## src/rtl/std_debouncer.sv

```systemverilog
// std_debouncer: per-bit input conditioner feeding the edge detector.
// Each bit is optionally synchronised into i_clk, then passed on only after it has
// differed from the current debounced level for STABLE_CYCLES consecutive samples.
// Build option: define STD_DEBOUNCER_SYNC_EN to insert a 2-FF synchroniser per bit
// (needed for asynchronous pins). Without it i_signal must already be synchronous.

module std_debouncer #(
  parameter int unsigned BIT_WIDTH     = 1,
  parameter int unsigned STABLE_CYCLES = 16,
  parameter logic        RESET_LEVEL   = 1'b0
) (
  input  logic                 i_clk,
  input  logic                 i_reset,
  input  logic [BIT_WIDTH-1:0] i_signal,
  output logic [BIT_WIDTH-1:0] o_level,
  output logic [BIT_WIDTH-1:0] o_changed,
  output logic [BIT_WIDTH-1:0] o_busy
);

  localparam int unsigned CntW = $clog2(STABLE_CYCLES + 1);
  // Last count value before a differing sample is accepted.
  localparam logic [CntW-1:0] CntMax = CntW'(STABLE_CYCLES - 1);
  localparam logic [BIT_WIDTH-1:0] LevelRst = {BIT_WIDTH{RESET_LEVEL}};

  logic [BIT_WIDTH-1:0] sample;

`ifdef STD_DEBOUNCER_SYNC_EN
  logic [BIT_WIDTH-1:0] sync1_q;
  logic [BIT_WIDTH-1:0] sync2_q;

  // Two-stage synchroniser; stages reset to the idle level so no spurious change appears.
  always_ff @(posedge i_clk or negedge i_reset) begin
    if (!i_reset) begin
      sync1_q <= LevelRst;
      sync2_q <= LevelRst;
    end else begin
      sync1_q <= i_signal;
      sync2_q <= sync1_q;
    end
  end

  assign sample = sync2_q;
`else
  assign sample = i_signal;
`endif

  logic [CntW-1:0]      cnt_q [BIT_WIDTH];
  logic [CntW-1:0]      cnt_d [BIT_WIDTH];
  logic [BIT_WIDTH-1:0] level_q;
  logic [BIT_WIDTH-1:0] level_d;
  logic [BIT_WIDTH-1:0] changed_q;
  logic [BIT_WIDTH-1:0] changed_d;

  // Per-bit qualification: any sample matching the level restarts the count from zero.
  always_comb begin
    level_d   = level_q;
    changed_d = '0;
    for (int unsigned b = 0; b < BIT_WIDTH; b++) begin
      cnt_d[b] = cnt_q[b];
      if (sample[b] == level_q[b]) begin
        cnt_d[b] = '0;
      end else if (cnt_q[b] == CntMax) begin
        level_d[b]   = sample[b];
        changed_d[b] = 1'b1;
        cnt_d[b]     = '0;
      end else begin
        cnt_d[b] = cnt_q[b] + CntW'(1);
      end
    end
  end

  // Filter state; reset discards any in-flight qualification.
  always_ff @(posedge i_clk or negedge i_reset) begin
    if (!i_reset) begin
      level_q   <= LevelRst;
      changed_q <= '0;
      for (int unsigned b = 0; b < BIT_WIDTH; b++) begin
        cnt_q[b] <= '0;
      end
    end else begin
      level_q   <= level_d;
      changed_q <= changed_d;
      for (int unsigned b = 0; b < BIT_WIDTH; b++) begin
        cnt_q[b] <= cnt_d[b];
      end
    end
  end

  // Busy flags come straight from the counter registers, so no path from i_signal.
  always_comb begin
    for (int unsigned b = 0; b < BIT_WIDTH; b++) begin
      o_busy[b] = (cnt_q[b] != '0);
    end
  end

  assign o_level   = level_q;
  assign o_changed = changed_q;

endmodule

```

## config.mk

```make
export PLATFORM = sky130hd
export DESIGN_NAME = std_debouncer
export DESIGN_NICKNAME = d
export VERILOG_FILES = /design/src/rtl/std_debouncer.sv
export SDC_FILE = /design/constraint.sdc
export NUM_CORES = 1
export LEC_CHECK = 0
export CORE_AREA = 2 2 39 41
export CTS_BUF_LIST = sky130_fd_sc_hd__clkbuf_4
export DETAILED_ROUTE_END_ITERATION = 10
export DIE_AREA = 0 0 41 43
export HOLD_SLACK_MARGIN = 0.02
export PLACE_DENSITY = 0.49
export SKIP_LAST_GASP = 1
export SLEW_MARGIN = 0
export SYNTH_ARGS = -nofsm -noshare
export SYNTH_HDL_FRONTEND = slang
export SYNTH_SLANG_ARGS = --single-unit
```

## constraint.sdc

```tcl
create_clock -name i_clk -period 1.35 [get_ports i_clk]
set_input_delay 0.405 -clock i_clk [delete_from_list [all_inputs] [get_ports i_clk]]
set_output_delay 0.405 -clock i_clk [all_outputs]
set_load 0.03 [all_outputs]
```

==> results of run 1 <==
logic make-up after synthesis:
kind of cell    count (synthesis)  share of synthesized area
compound gates                  1                     0.0160
xor+xnor                        4                      0.112
fa+ha+maj                       2                     0.0803
buf+inv                         2                     0.0241
flops                           7                      0.562
mux                             1                     0.0361
simple gates                   10                      0.169
layer usage:
layer	up-vias	track usage
met5	-	0
met4	0	0.0800
met3	2	0.0681
met2	6	0.144
met1	118	0.0852
li1	121	-
power groups by stage:
stage / logic, mW / clock network (mW) / registers, mW
5_1_grt: 0.0881 / 0.231 / 0.222
4_1_cts: 0.0775 / 0.213 / 0.221
3_5_place_dp: 0.0753 / 0 / 0.225
6_report: 0.0808 / 0.203 / 0.221
3_3_place_gp: 0.0725 / 0 / 0.224
2_1_floorplan: 0.0339 / 0 / 0.227
worst paths after layout:
path | endpoint | startpoint | slack, ns | cells after the start
worst max-delay path | o_busy | cnt_q[0] | -0.48 | 4
worst min register to register | cnt_q[0] | cnt_q[0] | 0.55 | 2
worst min-delay path | o_level | i_reset | 0.41 | 1
worst max register to register | o_level | cnt_q[0] | 0.11 | 5
min in group i_clk | cnt_q[0] | cnt_q[0] | 0.55 | 2
max in group asynchronous | cnt_q[2] | i_reset | 0.70 | 1
layout by cell type, fill, tap and decap left out, drive strengths merged, types with 2 or more instances in the layout:
master and instances:
buf 10, dfrtp 7, clkbuf 4, nor2 4, xnor2 2, xor2 2
inv 2, clkdlybuf4s50 2, nand3 2, ha 2
flip-flops by register name (all words and copies together), names as in the netlist:
| register | count |
|---|---|
| o_level | 1 |
| o_changed | 1 |
| cnt_q | 5 |
final cells by class:
class	count	area (sq um)	area share
well taps	16	20.0	0.0413
inverters	2	7.51	0.0155
repair buffers	12	98.8	0.204
flip-flops and latches	7	175	0.362
clock buffers	4	30.0	0.0620
multi-input cells	18	153	0.315
what timing repair did:
action | CTS | global route
gates cloned | 0 | 0
setup endpoints to repair | 1 | 2
pin swaps | 0 | 1
resized for setup | 7 | 4
==> impl_metrics.env, run 1 <==
export IMPL_synth_area_leader_cell="dfrtp_1"
export IMPL_period_share=1.36
export IMPL_cts_root_buf="clkbuf_4"
export IMPL_grt_max_degree=8
export IMPL_gr_total_overflow=0
export IMPL_worst_pin_slew_ns=0.312
export IMPL_area_growth_pct=55.4
export IMPL_cpLargestDelayFamily="simple AND/OR/NAND/NOR gates"
export IMPL_globalplace_congestion=0.663
export IMPL_layout_drive_gt1_share=0.442
export IMPL_rsz0062_at_grt="true"
export IMPL_yosys_top_cells_count="7 x dfrtp_1, 4 x nor2_1"
export IMPL_avgSynthCellArea_sq_um=11.5
export IMPL_synth_seq_cells=7
export IMPL_routed_via_count=247
export IMPL_start_util=0.225
export IMPL_yosysMostFrequentCell="dfrtp_1"
export IMPL_swShare=0.222
export IMPL_ant_nets=0
export IMPL_h_tree_depth=1
export IMPL_layout_setup_ws_ns=-0.483
export IMPL_syn_nets=32
export IMPL_cts_tree="done"
export IMPL_slew_headroom=0.791
export IMPL_netlist_area_sq_um=312
export IMPL_diodes=0
export IMPL_violations="negative setup slack"
export IMPL_required_ns=0.95
export IMPL_wl_met3_um=39
export IMPL_synth_edf_count=0
export IMPL_routedWlPerCell_um=9.71
export IMPL_port_buffers=5
export IMPL_die_area_sq_mm=0.00176
export IMPL_finalPower_mw=0.504
export IMPL_hold_viol_final=0
export IMPL_grt_pass1_wl_mm=1.06
export IMPL_crit_buf_inv=2
export IMPL_finClkSkew_ns=0.00613
export IMPL_pwr_share_clk=0.402
export IMPL_ir_drop_v=0.000377
export IMPL_synth_top_cell_area_share=0.562
export IMPL_wl_met2_um=306
export IMPL_clock_sinks=7
export IMPL_p_int_mw=0.393
export IMPL_whs_ns=0.414
export IMPL_fmax_ghz=0.546
export IMPL_antenna_found_initial=0
export IMPL_die_w_um=41
export IMPL_synthArstFlopShare=1.00
export IMPL_drv_slew=0
export IMPL_path_clk_slew_ns=0.05
export IMPL_p_comb_frac=0.160
export IMPL_clk_path_buf_depth=2
export IMPL_cts_setup_buffers=0
export IMPL_setup_viol=1
export IMPL_p_seq_frac=0.438
export IMPL_cp_arrival_ns=1.43
export IMPL_yosysSeqAreaShare=0.562
export IMPL_grt_pass1_vias=264
export IMPL_max_stage_delay_ns=0.46
export IMPL_io_pins=6
export IMPL_start_kind="flop"
export IMPL_yosysWarnings=0
export IMPL_dpl_cell_area_sq_um=433
export IMPL_die_y_um=43
export IMPL_final_cells=59
export IMPL_synth_area_top_cells="dfrtp_1 56%, ha_1 8.0%, xnor2_1 5.6%"
export IMPL_cp_slowest_cell="or4b_4"
export IMPL_power_leakage_nw=0.239
export IMPL_ctsHoldBuffers=0
export IMPL_final_util=0.350
export IMPL_drc_errors=0
export IMPL_gr_usage_all_layers=0.0980
export IMPL_fill_cells=138
export IMPL_detail_route_vias_per_cell=4.19
export IMPL_drt_pass1_iter_count=3
export IMPL_wl_met1_um=219
export IMPL_synthFlopType="dfrtp_1"
export IMPL_synth_cells=27
export IMPL_cts_buffers_inserted=3
export IMPL_core_rowCount=14
export IMPL_outcome="complete, but fails checks"
export IMPL_setup_tns_ns=-0.483
export IMPL_drt_iter0_drc=2
export IMPL_synth_cell_types=13
export IMPL_place_ws_ns=-0.656
export IMPL_path_cells="inv_1 > ha_1 > or4b_4 > buf_6"
export IMPL_fin_area_sq_um=484
export IMPL_hold_path_class="in2async"
export IMPL_cp_max_fo=2
export IMPL_worst_setup_path_end_kind="output pin"
export IMPL_min_period_ns=1.83
export IMPL_coreArea_sq_mm=0.00138
export IMPL_maxCapViolations=0
export IMPL_clock_latency_ns=0.25
export IMPL_routed_wl_um=573
export IMPL_p_per_area_mw_per_mm2=1040
export IMPL_nets=49
export IMPL_setup_worst_path_class="reg2out"
export IMPL_place_inst=55
export IMPL_switchingPower_mw=0.112
export IMPL_highest_layer="met4"
Note: power is estimated with default switching activity, not from simulation.
==> run 2: changes to the inputs <==
--- a/config.mk
+++ b/config.mk
@@ -10,7 +10,6 @@
 export DETAILED_ROUTE_END_ITERATION = 10
 export DIE_AREA = 0 0 41 43
 export HOLD_SLACK_MARGIN = 0.02
-export PLACE_DENSITY = 0.49
 export SKIP_LAST_GASP = 1
 export SLEW_MARGIN = 0
 export SYNTH_ARGS = -nofsm -noshare
==> run 2 against run 1 <==
Compared with the run above:
- the run still ends with negative setup slack left
- clock power barely moved
- combinational power rose by 2%
- die area did not move
- highest routed layer is now met3
- worst setup slack improved by 0.0085 ns
- via count rose by 0.40%
- critical path type unchanged
- critical path depth did not move
==> impl_metrics.env, run 2 (synthesized netlist as in run 1, its figures left out) <==
export IMPL_ant_nets=0
export IMPL_mostFrequentLayoutCell="buf_4"
export IMPL_regArea_sq_um=175
export IMPL_rrSetupSlack_ns=0.08
export IMPL_ir_drop_v=0.000374
export IMPL_clock_sinks=7
export IMPL_coreArea_sq_mm=0.00138
export IMPL_timing_rr_start="cnt_q[0]"
export IMPL_routedWlPerCell_um=9.72
export IMPL_path_clk_slew_ns=0.05
export IMPL_maxCapViolations=0
export IMPL_grt_max_degree=8
export IMPL_required_ns=0.95
export IMPL_gr_usage_all_layers=0.0909
export IMPL_setup_tns_ns=-0.474
export IMPL_clock_latency_ns=0.24
export IMPL_detail_route_vias_per_cell=4.07
export IMPL_outcome="complete, but fails checks"
export IMPL_io_pins=6
export IMPL_gr_total_overflow=0
export IMPL_h_tree_depth=1
export IMPL_violations="negative setup slack"
export IMPL_drc_errors=0
export IMPL_hold_viol_final=0
export IMPL_pwr_share_clk=0.404
export IMPL_p_int_mw=0.394
export IMPL_cts_tree="done"
export IMPL_hold_path_class="in2async"
export IMPL_switchingPower_mw=0.115
export IMPL_power_leakage_nw=0.248
export IMPL_final_util=0.361
export IMPL_ff2ff_path_depth=5
export IMPL_worst_setup_path_end_kind="output pin"
export IMPL_diodes=0
export IMPL_port_buffers=5
export IMPL_globalplace_congestion=0.631
export IMPL_drv_slew=0
export IMPL_final_cell_mix="11 x buf_4, 7 x dfrtp_1, 4 x clkbuf_4"
export IMPL_grt_pass1_wl_um=993
export IMPL_layout_drive_gt1_share=0.467
export IMPL_final_cells=61
export IMPL_die_w_um=41
export IMPL_p_per_area_mw_per_mm2=1020
export IMPL_fill_cells=138
export IMPL_grt_pass1_vias=248
export IMPL_p_seq_frac=0.434
export IMPL_die_y_um=43
export IMPL_finClkSkew_ns=0.00230
export IMPL_die_area_sq_mm=0.00176
export IMPL_core_rowCount=14
export IMPL_area_growth_pct=60.2
export IMPL_fmax_ghz=0.548
export IMPL_swShare=0.227
export IMPL_slew_headroom=0.782
export IMPL_layout_setup_ws_ns=-0.474
export IMPL_routed_via_count=248
export IMPL_cp_arrival_ns=1.42
export IMPL_min_period_ns=1.82
export IMPL_cts_root_buf="clkbuf_4"
export IMPL_cts_buffers_inserted=3
export IMPL_antenna_found_initial=0
export IMPL_clk_path_buf_depth=2
export IMPL_period_share=1.35
export IMPL_drt_pass1_iter_count=5
export IMPL_setup_worst_path_class="reg2out"
export IMPL_largest_reg_flops=5
export IMPL_drt_iter0_drc=2
export IMPL_worst_pin_slew_ns=0.327
export IMPL_start_util=0.225
export IMPL_place_inst=56
export IMPL_multiInputGateArea_sq_um=153
export IMPL_routed_wl_um=593
export IMPL_regMostFlops="cnt_q"
export IMPL_reg2reg_to="o_level"
export IMPL_start_kind="flop"
export IMPL_setup_viol=1
export IMPL_nets=51
export IMPL_p_comb_frac=0.162
export IMPL_rsz0062_at_grt="true"
export IMPL_cp_max_fo=2
run 2: cell count changes in the layout (fill, tap and decap cells not counted):
cell	change
buf_4	+2
run 2: per-layer routing:
metal	GRT usage	vias up	routed length, um
met5	0	-	0
met4	0.0800	0	0
met3	0.0471	0	34
met2	0.119	5	323
met1	0.102	118	235
li1	-	125	-
run 2: stage by stage:
stage	power, mW	setup WS [ns]	hold WS [ns]	instance area [sq um]
2_1_floorplan	0.261	-0.133	0.109	315
3_3_place_gp	0.299	-0.650	0.523	440
3_5_place_dp	0.301	-0.649	0.523	440
4_1_cts	0.518	-0.489	0.428	472
5_1_grt	0.549	-0.516	0.445	499
6_report	0.510	-0.474	0.422	499
run 2: worst max path at each step:
stage | cells past startpoint | to | start | slack, ns
floorplan | 3 | o_busy | cnt_q[0] | -0.13
global placement | 4 | o_busy | cnt_q[0] | -0.65
detailed placement | 4 | o_busy | cnt_q[1] | -0.65
CTS | 4 | o_busy | cnt_q[0] | -0.49
global route | 4 | o_busy | cnt_q[1] | -0.52
finish | 4 | o_busy | cnt_q[1] | -0.47
run 2: power by group through the flow:
stage	clock network, mW	registers (mW)	logic [mW]
floorplan	0	0.227	0.0339
global placement	0	0.224	0.0747
detailed placement	0	0.224	0.0762
CTS	0.218	0.221	0.0786
global route	0.238	0.221	0.0901
finish	0.206	0.221	0.0824
run 2: timing repair:
action,CTS,global route
hold buffers,0,0
resized for setup,7,4
hold endpoints to repair,0,0
buffers inserted,0,1
endpoints found under the setup margin,1,2
pin swaps,0,1
run 2: cell type report:
class	instances	share of cell area
inverter	2	0.0150
tap	16	0.0401
clock buffer	4	0.0602
multi-input combinational	18	0.306
timing repair buffer	14	0.228
sequential	7	0.351
run 2: critical path, stage by stage (launching register included):
cell and delay [ns]:
dfrtp_1 0.37, inv_1 0.06, ha_1 0.13, or4b_4 0.45, buf_6 0.15
==> run 3: changes to the inputs <==
--- a/config.mk
+++ b/config.mk
@@ -9,7 +9,8 @@
 export CTS_BUF_LIST = sky130_fd_sc_hd__clkbuf_4
 export DETAILED_ROUTE_END_ITERATION = 10
 export DIE_AREA = 0 0 41 43
-export HOLD_SLACK_MARGIN = 0.02
+export GPL_TIMING_DRIVEN = 0
+export HOLD_SLACK_MARGIN = 0.03
 export SKIP_LAST_GASP = 1
 export SLEW_MARGIN = 0
 export SYNTH_ARGS = -nofsm -noshare
==> constraint.sdc (replaced) <==
create_clock -name i_clk -period 2.24 [get_ports i_clk]
set_input_delay 0.672 -clock i_clk [delete_from_list [all_inputs] [get_ports i_clk]]
set_output_delay 0.672 -clock i_clk [all_outputs]
set_load 0.03 [all_outputs]
==> run 3 against run 2 <==
Compared with the run above:
- the flow now finishes without violations
- non-clock buffer count shrank 9
- count of clock-buffer cells in the layout stayed put
- worst setup slack improved by 0.57 ns
- highest routed layer is now met4
==> impl_metrics.env, run 3 (synthesized netlist as in run 1, its figures left out) <==
export IMPL_final_cell_mix="7 x dfrtp_1, 4 x nor2_1, 4 x clkbuf_4, 4 x clkdlybuf4s50_1"
export IMPL_mostFrequentLayoutCell="dfrtp_1"
export IMPL_finClkSkew_ns=0.00622
export IMPL_h_tree_depth=1
export IMPL_layout_drive_gt1_share=0.167
export IMPL_port_buffers=5
export IMPL_drt_iter0_drc=5
export IMPL_detail_route_vias_per_cell=4.23
export IMPL_setup_worst_path_class="reg2out"
export IMPL_ant_nets=0
export IMPL_slew_headroom=0.781
export IMPL_cts_buffers_inserted=3
export IMPL_min_period_ns=2.14
export IMPL_path_clk_slew_ns=0.05
export IMPL_p_per_area_mw_per_mm2=724
export IMPL_clock_latency_ns=0.26
export IMPL_diodes=0
export IMPL_whs_ns=0.485
export IMPL_drt_pass1_iter_count=4
export IMPL_max_stage_delay_ns=0.42
export IMPL_cts_setup_buffers=0
export IMPL_routedWlPerCell_um=10.3
export IMPL_layout_setup_ws_ns=0.0976
export IMPL_dpl_cell_area_sq_um=382
export IMPL_dp_hpwl_um=379
export IMPL_final_util=0.294
export IMPL_grt_max_degree=8
export IMPL_start_util=0.225
export IMPL_gr_total_overflow=0
export IMPL_fmax_ghz=0.467
export IMPL_cp_slowest_cell="or4b_1"
export IMPL_drc_errors=0
export IMPL_fin_area_sq_um=407
export IMPL_cts_root_buf="clkbuf_4"
export IMPL_worst_pin_slew_ns=0.328
export IMPL_routed_wl_um=538
export IMPL_cp_arrival_ns=1.47
export IMPL_regMostFlops="cnt_q"
export IMPL_power_leakage_nw=0.200
export IMPL_die_area_sq_mm=0.00176
export IMPL_maxCapViolations=0
export IMPL_place_ws_ns=-0.0557
export IMPL_setup_viol=0
export IMPL_io_pins=6
export IMPL_worst_setup_path_end_kind="output pin"
export IMPL_hold_path_class="reg2reg"
export IMPL_nets=42
export IMPL_rsz0062_at_grt="false"
export IMPL_start_kind="flop"
export IMPL_clock_sinks=7
export IMPL_area_growth_pct=30.5
export IMPL_die_y_um=43
export IMPL_clk_path_buf_depth=2
export IMPL_cts_tree="done"
export IMPL_coreArea_sq_mm=0.00138
export IMPL_outcome="finished, final reports clean"
export IMPL_largest_reg_flops=5
export IMPL_required_ns=1.57
export IMPL_path_cells="inv_1 > ha_1 > or4b_1 > buf_2"
export IMPL_core_rowCount=14
export IMPL_cp_max_fo=4
export IMPL_drv_slew=0
export IMPL_hold_viol_final=0
export IMPL_grt_pass1_vias=215
export IMPL_cpLargestDelayFamily="simple AND/OR/NAND/NOR gates"
export IMPL_routed_via_count=220
export IMPL_period_share=0.956
export IMPL_gr_usage_all_layers=0.0880
export IMPL_ir_drop_v=0.000244
export IMPL_globalplace_congestion=0.659
export IMPL_crit_buf_inv=2
export IMPL_die_w_um=41
export IMPL_ctsHoldBuffers=0
export IMPL_grt_pass1_wl_um=966
export IMPL_antenna_found_initial=0
export IMPL_setup_tns_ns=0
==> run 3: cell count changes in the layout (fill, tap and decap cells not counted), sizes merged <==
cell           before  now
clkdlybuf4s50       2    4
buf                12    1
==> run 3: area by class of cell <==
class,instances,area [sq um]
Clock buffer,4,30.0
Fill cell,151,977
Inverter,2,7.51
Timing Repair Buffer,5,45.0
Tap cell,16,20.0
Sequential cell,7,175
Multi-Input combinational cell,18,129
==> run 3: routing by layer <==
metal | track usage | wire, um | vias to the layer above
met3 | 0.0838 | 59 | 2
met1 | 0.112 | 244 | 103
met2 | 0.0969 | 228 | 8
met4 | 0.0400 | 5 | 0
li1 | - | - | 107
met5 | 0 | 0 | -
==> run 3: final timing paths <==
kind | start | endpoint | slack, ns | cells after the start
setup / recovery | cnt_q[0] | o_busy | 0.1 | 4
hold / removal | cnt_q[0] | cnt_q[0] | 0.48 | 1
setup reg to reg | cnt_q[0] | o_level | 0.94 | 4
hold reg to reg | cnt_q[0] | cnt_q[0] | 0.48 | 1
max in group asynchronous | i_reset | o_level | 1.32 | 1
min in group asynchronous | i_reset | cnt_q[3] | 0.67 | 1
==> run 3: through the flow <==
step / power (mW) / cells
after CTS: 0.299 / 52
after floorplan: 0.155 / 27
after detailed placement: 0.169 / 48
after global placement: 0.169 / 48
after global routing: 0.310 / 52
final: 0.294 / 52
==> run 3: repair_timing <==
item                       in CTS  in global routing
hold endpoints to repair        0                  0
gates resized for setup         5                  0
setup endpoints to repair       1                  0
==> run 3: where the power goes <==
part           switching [mW]  internal (mW)
Clock                  0.0499         0.0803
Sequential            0.00409          0.131
Combinational          0.0163         0.0127
==> RTL change (config.mk and constraints of run 2) <==
Change the parameter `RESET_LEVEL` from 1'b0 to 1'b1.
--- a/src/rtl/std_debouncer.sv
+++ b/src/rtl/std_debouncer.sv
@@ -7,7 +7,7 @@
 module std_debouncer #(
   parameter int unsigned BIT_WIDTH     = 1,
   parameter int unsigned STABLE_CYCLES = 16,
-  parameter logic        RESET_LEVEL   = 1'b0
+  parameter logic        RESET_LEVEL   = 1'b1
 ) (
   input  logic                 i_clk,
   input  logic                 i_reset,
Formal check against the unedited RTL: not equivalent (a bounded check fails within 4 cycles, from zero or initial values and one cycle with i_reset low).
==> RTL change against run 2 <==
- the flow still finishes with violations (negative setup slack)
- final cell count fell by 1.6%
- sequential cell count did not move
- wire length rose by 2.7%
- global-route usage rose by 0.50 points
- sequential share of layout area rose by 1.3 points
- cell area fell by 3.0%
- synthesized area rose by 0.40%
- clock skew fell by 0.0019 ns
- worst setup slack got worse by 0.019 ns
- power rose by 0.51%
- die area did not move
- utilization fell by 1.1 points
- critical path type unchanged
- largest cell class unchanged
- highest routed layer is now met4
==> RTL change: results (changes against run 2) <==
logic_synthesis:
  synth-adder-area-share: 0.0800  # -0.000321
  synth.area.mux_share: 0.0360  # -0.000145
  yosysUniqueCellTypes: 14  # +1
  syn_inst: 27  # unchanged
  synth-xor-area-share: 0.112  # -0.000450
  syn_nets: 32  # unchanged
  synth-seq-area-share: 0.564  # +0.00175
  synth_area_leaders: "dfrtp_1 48%, dfstp_2 8.4%, ha_1 8.0%, xnor2_1 5.6%, xor2_1 5.6%"
  ys_top_cells_by_count: "6 x dfrtp_1, 4 x nor2_1"
  synth_compound_area_frac: 0.0160  # -0.0000643
route:
  wl_met3_um: 20  # -41%
  top_layer: "met4"
  num_vias: 240  # -3.2%
  drt_iter0_markers: 0  # -2
  wl_um: 609  # +2.7%
  drtPass1Iterations: 1  # -4
  drt-met1-wl_um: 262  # +11%
  dr_wl_met2_um: 314  # -2.8%
placed_design:
  dp_cells: 55  # -1.8%
  gp_congestion: 0.636  # +0.78%
  place_ws_ns: -0.667  # -0.0180 ns
  postPlaceCellArea_um2: 434  # -1.4%
timing:
  slew-limit-headroom: 0.790  # +0.00810
  finalSetupViolCount: 1  # unchanged
  clock-skew-final_ns: 0.000400  # -0.00190 ns
  timing.final.ws_setup_ns: -0.493  # -0.0193 ns
  fin_tns_setup_ns: -0.493  # -0.0193 ns
clock_tree:
  cts_setup_buffers: 1  # +1
  clkTransAtPathRegs_ns: 0.05  # about the same
  clockBufferDepth: 2  # unchanged
run_status:
  violations: "negative setup slack"
  status: "finished with violations"
layout:
  syn_to_final_growth_pct: 54.8
  clock_area_frac: 0.0620  # +0.00187
  fillers: 139  # +0.72%
  multi_input_area_share: 0.289  # -0.0164
  n_antenna_cell: 0  # unchanged
  n_all_buffers: 13  # -1
  largest_reg_flops: 5  # unchanged
  buf_share: 0.227  # -0.000678
  sh_seq_area: 0.364  # +0.0135
  nNonClkInverters: 2  # unchanged
  final_nets: 50  # -2.0%
  final_cells: 60  # -1.6%
  nFlopsAndLatches: 7  # unchanged
  drive_gt1_frac: 0.455  # -0.0121
pwr:
  leakagePower_nw: 0.244  # -1.9%
  vdd_drop_max_uv: 375  # +0.44%
  p_int_uw: 393  # -0.17%
global_routing:
  grtUsageMet3: 0.0628  # +0.0157
  grt.met1_usage: 0.0850  # -0.0167
  use_met2: 0.131  # +0.0125
  grt_pass1_wl_um: 972  # -2.1%
  grt_use_total: 0.0959  # +0.00495
hold_path:
  min-delay-path-class: "primary input to async pin"
setup_path:
  cp-startpoint: "cnt_q[0]"
  worst-path-max-fanout: 2  # unchanged
  arrival_ns: 1.44  # +0.02 ns
-- RTL change: changes by cell type in the layout (fill, tap and decap cells not counted) --
cell | before | now
dfrtp_1 | 7 | 6
dfstp_2 | 0 | 1
buf_6 | 1 | 2
ha_4 | 1 | 0
ha_1 | 1 | 2
buf_4 | 11 | 9
-- RTL change: power by group through the flow --
stage          sequential, mW  combinational, mW  clock [mW]
6_report                0.221             0.0784       0.213
5_1_grt                 0.221             0.0879       0.231
4_1_cts                 0.221             0.0790       0.224
3_5_place_dp            0.224             0.0766           0
3_3_place_gp            0.224             0.0748           0
2_1_floorplan           0.227             0.0339           0
-- RTL change: worst paths after layout --
kind	end	slack, ns	depth (start not counted)
worst max-delay path	o_busy	-0.49	4
worst min-delay path	cnt_q[3]	0.41	1
worst max register to register	o_level	0.09	5
worst min register to register	cnt_q[0]	0.53	2
max in group asynchronous	o_level	0.65	1
min in group i_clk	cnt_q[0]	0.53	2
